--- src/rtl/aes_dispatch_pkg.sv ---
// aes_dispatch_pkg: engine state, default block width and engine index type
// shared by the AES dispatcher files.
package aes_dispatch_pkg;
    localparam int DATA_W_DEF = 128;
    typedef enum logic [1:0] {
        ST_IDLE = 2'd0,
        ST_RUN  = 2'd1,
        ST_DONE = 2'd2
    } eng_state_e;
    typedef logic [2:0] eng_idx_t;
endpackage

--- src/rtl/aes_prio_pick.sv ---
// aes_prio_pick: returns the lowest set bit position of req and whether any bit is set.
module aes_prio_pick
    import aes_dispatch_pkg::*;
#(
    parameter int N = 3
) (
    input  logic [N-1:0] req,
    output eng_idx_t     idx,
    output logic         found
);
    always_comb begin
        idx = '0;
        for (int k = N - 1; k >= 0; k--)
            if (req[k]) idx = eng_idx_t'(k);
    end
    assign found = |req;
endmodule

--- src/rtl/aes_dispatcher.sv ---
// aes_dispatcher: spreads AES blocks over NUM_ENG engines and returns their results.
// Define AES_DISPATCH_INORDER_EN to retire in accept order; otherwise the lowest-index DONE engine retires first.
module aes_dispatcher
    import aes_dispatch_pkg::*;
#(
    parameter int NUM_ENG = 3,
    parameter int DATA_W  = DATA_W_DEF
) (
    input  logic                      clk,
    input  logic                      rst,
    input  logic                      in_valid,
    output logic                      in_ready,
    input  logic [DATA_W-1:0]         in_data,
    input  logic                      in_encrypt,
    output logic [NUM_ENG-1:0]        eng_enable,
    output logic [NUM_ENG*DATA_W-1:0] eng_data,
    output logic [NUM_ENG-1:0]        eng_encrypt,
    input  logic [NUM_ENG-1:0]        eng_ready,
    input  logic [NUM_ENG*DATA_W-1:0] eng_result,
    output logic                      out_valid,
    input  logic                      out_ready,
    output logic [DATA_W-1:0]         out_data,
    output logic                      out_encrypt,
    output logic                      busy_out
);
    eng_state_e st_q [NUM_ENG];
    eng_state_e st_d [NUM_ENG];
    logic [NUM_ENG-1:0][DATA_W-1:0] eng_data_q, eng_data_d, hold_q, hold_d;
    logic [NUM_ENG-1:0] eng_encrypt_q, eng_encrypt_d, idle_m;
    logic out_valid_q, out_valid_d, out_encrypt_q, out_encrypt_d;
    logic [DATA_W-1:0] out_data_q, out_data_d;
    eng_idx_t out_idx_q, out_idx_d, acc_idx, nxt_idx;
    logic acc_found, nxt_found, accept, retire, load;

    always_comb begin
        for (int k = 0; k < NUM_ENG; k++) begin
            idle_m[k] = st_q[k] == ST_IDLE;
            eng_enable[k] = st_q[k] == ST_RUN;
        end
    end

    aes_prio_pick #(.N(NUM_ENG)) u_idle_pick (.req(idle_m), .idx(acc_idx), .found(acc_found));

    assign busy_out = !acc_found;
    assign in_ready = !busy_out;
    assign accept   = in_valid && in_ready;
    assign retire   = out_valid_q && out_ready;
    assign load     = !out_valid_q || retire;

`ifdef AES_DISPATCH_INORDER_EN
    eng_idx_t q_q [NUM_ENG];
    eng_idx_t q_d [NUM_ENG];
    logic [3:0] cnt_q, cnt_d;
    logic nxt_done;
    // The presented engine is always the queue head, so the next candidate sits one slot behind it.
    always_comb begin
        q_d = q_q;
        cnt_d = cnt_q;
        if (retire) begin
            for (int k = 0; k < NUM_ENG - 1; k++) q_d[k] = q_q[k + 1];
            cnt_d = cnt_q - 4'd1;
        end
        if (accept) begin
            for (int k = 0; k < NUM_ENG; k++)
                if (4'(k) == cnt_d) q_d[k] = acc_idx;
            cnt_d = cnt_d + 4'd1;
        end
        nxt_idx = out_valid_q ? q_q[1] : q_q[0];
        nxt_done = 1'b0;
        for (int k = 0; k < NUM_ENG; k++)
            if (nxt_idx == eng_idx_t'(k)) nxt_done = st_q[k] == ST_DONE;
        nxt_found = (cnt_q > {3'b0, out_valid_q}) && nxt_done;
    end
    always_ff @(posedge clk) begin
        if (rst) begin
            q_q <= '{default: '0};
            cnt_q <= '0;
        end else begin
            q_q <= q_d;
            cnt_q <= cnt_d;
        end
    end
`else
    logic [NUM_ENG-1:0] cand_m;
    always_comb begin
        for (int k = 0; k < NUM_ENG; k++)
            cand_m[k] = st_q[k] == ST_DONE && !(out_valid_q && out_idx_q == eng_idx_t'(k));
    end
    aes_prio_pick #(.N(NUM_ENG)) u_done_pick (.req(cand_m), .idx(nxt_idx), .found(nxt_found));
`endif

    // Accept, completion and retire always hit engines in different states, so they never collide.
    always_comb begin
        st_d = st_q;
        eng_data_d = eng_data_q;
        eng_encrypt_d = eng_encrypt_q;
        hold_d = hold_q;
        for (int k = 0; k < NUM_ENG; k++) begin
            if (accept && acc_idx == eng_idx_t'(k)) begin
                st_d[k] = ST_RUN;
                eng_data_d[k] = in_data;
                eng_encrypt_d[k] = in_encrypt;
            end
            if (st_q[k] == ST_RUN && eng_ready[k]) begin
                st_d[k] = ST_DONE;
                hold_d[k] = eng_result[k*DATA_W +: DATA_W];
            end
            if (retire && out_idx_q == eng_idx_t'(k)) st_d[k] = ST_IDLE;
        end
    end

    always_comb begin
        out_valid_d = load ? nxt_found : out_valid_q;
        out_idx_d = out_idx_q;
        out_data_d = out_data_q;
        out_encrypt_d = out_encrypt_q;
        for (int k = 0; k < NUM_ENG; k++) begin
            if (load && nxt_found && nxt_idx == eng_idx_t'(k)) begin
                out_idx_d = nxt_idx;
                out_data_d = hold_q[k];
                out_encrypt_d = eng_encrypt_q[k];
            end
        end
    end

    always_ff @(posedge clk) begin
        if (rst) begin
            st_q <= '{default: ST_IDLE};
            eng_data_q <= '0;
            eng_encrypt_q <= '1;
            hold_q <= '0;
            out_valid_q <= 1'b0;
            out_idx_q <= '0;
            out_data_q <= '0;
            out_encrypt_q <= 1'b0;
        end else begin
            st_q <= st_d;
            eng_data_q <= eng_data_d;
            eng_encrypt_q <= eng_encrypt_d;
            hold_q <= hold_d;
            out_valid_q <= out_valid_d;
            out_idx_q <= out_idx_d;
            out_data_q <= out_data_d;
            out_encrypt_q <= out_encrypt_d;
        end
    end

    assign eng_data    = eng_data_q;
    assign eng_encrypt = eng_encrypt_q;
    assign out_valid   = out_valid_q;
    assign out_data    = out_data_q;
    assign out_encrypt = out_encrypt_q;
endmodule

--- config.mk ---
export PLATFORM = sky130hd
export DESIGN_NAME = aes_dispatcher
export DESIGN_NICKNAME = d
export VERILOG_FILES = /design/src/rtl/aes_dispatch_pkg.sv /design/src/rtl/aes_prio_pick.sv /design/src/rtl/aes_dispatcher.sv
export SDC_FILE = /design/constraint.sdc
export NUM_CORES = 2
export LEC_CHECK = 0
export CELL_PAD_IN_SITES_DETAIL_PLACEMENT = 0
export CELL_PAD_IN_SITES_GLOBAL_PLACEMENT = 2
export CORE_AREA = 10 10 397 399
export CTS_BUF_LIST = sky130_fd_sc_hd__clkbuf_8
export DETAILED_ROUTE_END_ITERATION = 7
export DIE_AREA = 0 0 407 409
export GPL_TIMING_DRIVEN = 0
export PLACE_DENSITY_LB_ADDON = 0.1
export SLEW_MARGIN = 20
export SYNTH_ARGS = -nofsm -noshare
export SYNTH_HDL_FRONTEND = slang
export SYNTH_SLANG_ARGS = --single-unit
--- constraint.sdc ---
create_clock -name clk -period 4.08 [get_ports clk]
set_clock_uncertainty 0.05 [all_clocks]
set_input_delay 1.224 -clock clk [delete_from_list [all_inputs] [get_ports clk]]
set_output_delay 1.224 -clock clk [all_outputs]
set_load 0.005 [all_outputs]
==> impl_metrics.json <==
{
  "status": "finished, final reports clean",
  "vias": 34750,
  "cp_slowest_stage_delay_ns": 0.65,
  "finalPower_mw": 22.68,
  "power.leakage_nw": 18.01,
  "cts_buffer_depth": 3,
  "final-hold-violation-count": 0,
  "synthCells": 4290,
  "postLayoutCoreUtil_pct": 33.93,
  "crit_buf_inv": 1,
  "initial_utilization_pct": 22.78,
  "grt_first_pass_wirelength_mm": 272.6,
  "antenna_found_initial": 68,
  "netlist.top_cell.by_area": "dfxtp_1",
  "dieArea_um2": 166500,
  "fill_cells": 16240,
  "rsz0062_at_grt": "no",
  "ys_ff_latch": 909,
  "fmax_ghz": 0.2603,
  "synth_top_area_share_pct": 53.47,
  "maxCapViolations": 0,
  "period_needed_ns": 3.842,
  "syn_avg_cell_area_um2": 7.933,
  "hold_class": "reg2reg",
  "die_x_um": 407,
  "crit_path_top_delay_cell": "clkdlybuf4s50_1",
  "rr_worst_depth": 7,
  "drt_iter0_drc": 1738,
  "mappedNetlistArea_um2": 34030,
  "antenna_left": 0,
  "grtUsageTotal_pct": 22.71,
  "r2r_end": "eng_data[253]",
  "worstSetupStartpointType": "register",
  "fp.dieH_um": 409,
  "postCtsSetupBuffers": 0,
  "cts_buffers": 178,
  "clockRootBuffer": "clkbuf_8",
  "overflow": 0,
  "hold_end": "eng_data[346]",
  "finalCritPeriodShare_pct": 94.17,
  "whs_path_depth": 2,
  "grt_pass1_vias": 35280,
  "yosysWarnings": 0,
  "syn_nets": 4810,
  "numPortBuffers": 1040,
  "powerDensity_nw_per_um2": 447.3,
  "clkTransAtPathRegs_ns": 0.06,
  "path_cells": "nor2_2 -> nor2_1 -> o21ai_0 -> clkdlybuf4s50_1",
  "drive_gt1_share_pct": 7.470,
  "relSlewSlack_pct": 23.35,
  "setup-violations-final": 0,
  "drtPass1Iterations": 5,
  "critPathRequiredTime_ns": 2.81,
  "synth_flop_cell": "dfxtp_1",
  "wl_per_cell_um": 25.70,
  "synth-async-reset-ratio_pct": 0,
  "fp-row-count": 142,
  "cts_sinks": 909,
  "clock_latency_ns": 0.85,
  "nets": 6033,
  "rrSetupSlack_ns": 1.14,
  "synthTopCellsByArea": "dfxtp_1, nand2_1, a21oi_1, o41ai_2, clkbuf_1",
  "synth_commonest_cells": "nand2_1, dfxtp_1, a21oi_1",
  "drc": 0,
  "slew_viol_final": 0,
  "routed_wl_mm": 197.6,
  "reg2reg_from": "st_q[2]",
  "cp_max_fo": 5,
  "dp_hpwl_mm": 154.4,
  "cts-hold-fix-buffers": 0,
  "peakVddDrop_v": 0.0002138,
  "gp_congestion": 0.8795,
  "worst_setup_path_end_kind": "output pin",
  "htree_levels": 4,
  "core_um2": 149400,
  "synth_edf_count": 0,
  "cp_top_family": "buffers and inverters",
  "worst_slew_pin_slew_ns": 1.150,
  "cts_tree": "built",
  "ys_types": 35,
  "hp-start": "eng_data[346]",
  "io-pin-count": 1042,
  "synthMostInstantiatedCell": "nand2_1",
  "ys_seq_area_share_pct": 53.47,
  "grt_max_degree": 17,
  "cts_resized": 0,
  "area_delta_synth_final_pct": 48.98,
  "crit_type": "reg2out",
  "vias_per_cell": 4.519,
  "worst_ep_arrival_time_ns": 2.57
}
[stage by stage]
stage / setup slack (ns) / hold WS, ns / std cells / TNS [ns] / instance area [um^2]
floorplan: 1.485 / 0.3820 / 4290 / 0 / 34030
global placement: -0.6991 / 0.3834 / 7346 / -220.01 / 46970
detailed placement: -0.2364 / 0.3874 / 7349 / -27.24 / 47050
CTS: 0.008789 / 0.4031 / 7665 / 0 / 50640
global route: 0.09560 / 0.4187 / 7680 / 0 / 50680
finish: 0.2380 / 0.4010 / 7689 / 0 / 50700
[tightest hold or removal path: cells and delay by family (launching register included)]
kind	cells	cell delay (ns)
AO/OA/AOI/OAI	1	0.05
flip-flops	1	0.30
AND/OR/NAND/NOR	1	0.05
[layout by cell type, fill, tap and decap left out, types with 12 or more instances in the layout]
cell type        instances
clkbuf_1               289
o41ai_2                109
clkbuf_2                12
buf_2                   38
dfxtp_1                909
o41ai_1                 20
clkbuf_8               231
nor2_1                 136
a21oi_1                898
inv_1                   68
nand2_1               1678
clkdlybuf4s50_1       1040
diode_2                 24
o22ai_1                128
buf_1                   14
[how the worst max path moves through the flow]
stage	to	from	slack, ns	cells past startpoint
floorplan	out_data[100]	out_ready	1.48	7
global placement	hold_q[293]	eng_ready[2]	-0.70	7
detailed placement	eng_data[86]	rst	-0.24	5
CTS	in_ready	st_q[4]	0.009	4
global route	busy_out	st_q[5]	0.1	5
finish	in_ready	st_q[4]	0.24	4
[where the power goes]
| group | internal (mW) | switching, mW |
|---|---|---|
| Clock | 5.10 | 4.26 |
| Combinational | 1.56 | 2.07 |
| Sequential | 9.37 | 0.315 |
| Total | 16.0 | 6.65 |
[layer usage]
| layer | vias to the layer above | GRT usage (%) | wire, um |
|---|---|---|---|
| met1 | 16580 | 27.09 | 82200 |
| met4 | 58 | 7.056 | 5631 |
| met2 | 970 | 38.60 | 95300 |
| li1 | 16830 | - | - |
| met3 | 313 | 7.050 | 14140 |
| met5 | - | 0 | 358 |
[sequential cells by signal (all words and copies together), names as in the netlist]
register	flops
eng_encrypt	3
out_encrypt	1
out_valid	1
hold_q	384
out_idx_q	2
st_q	6
out_data	128
eng_data	384
[layout make-up]
cell class                      count  area (um^2)  area share [%]
Clock buffer                      231         3179           6.271
Clock inverter                     85        407.9          0.8045
Buffer                            358         1429           2.818
Sequential cell                   909        18200           35.89
Timing Repair Buffer             1043        10480           20.67
Antenna cell                       24        60.06          0.1185
Multi-Input combinational cell   3020        14420           28.43
Inverter                            3        11.26         0.02221
Tap cell                         2016         2522           4.975
[cell families (layout without fill, tap and decap cells)]
| kind of cell | Yosys count | count (layout) | synth area share, % |
|---|---|---|---|
| simple gates | 1843 | 1843 | 20.56 |
| compound gates | 1177 | 1177 | 21.79 |
| other cells | 0 | 24 | 0 |
| flops | 909 | 909 | 53.47 |
| buf+inv | 361 | 1720 | 4.184 |
Power figures use the tool's default switching activity.
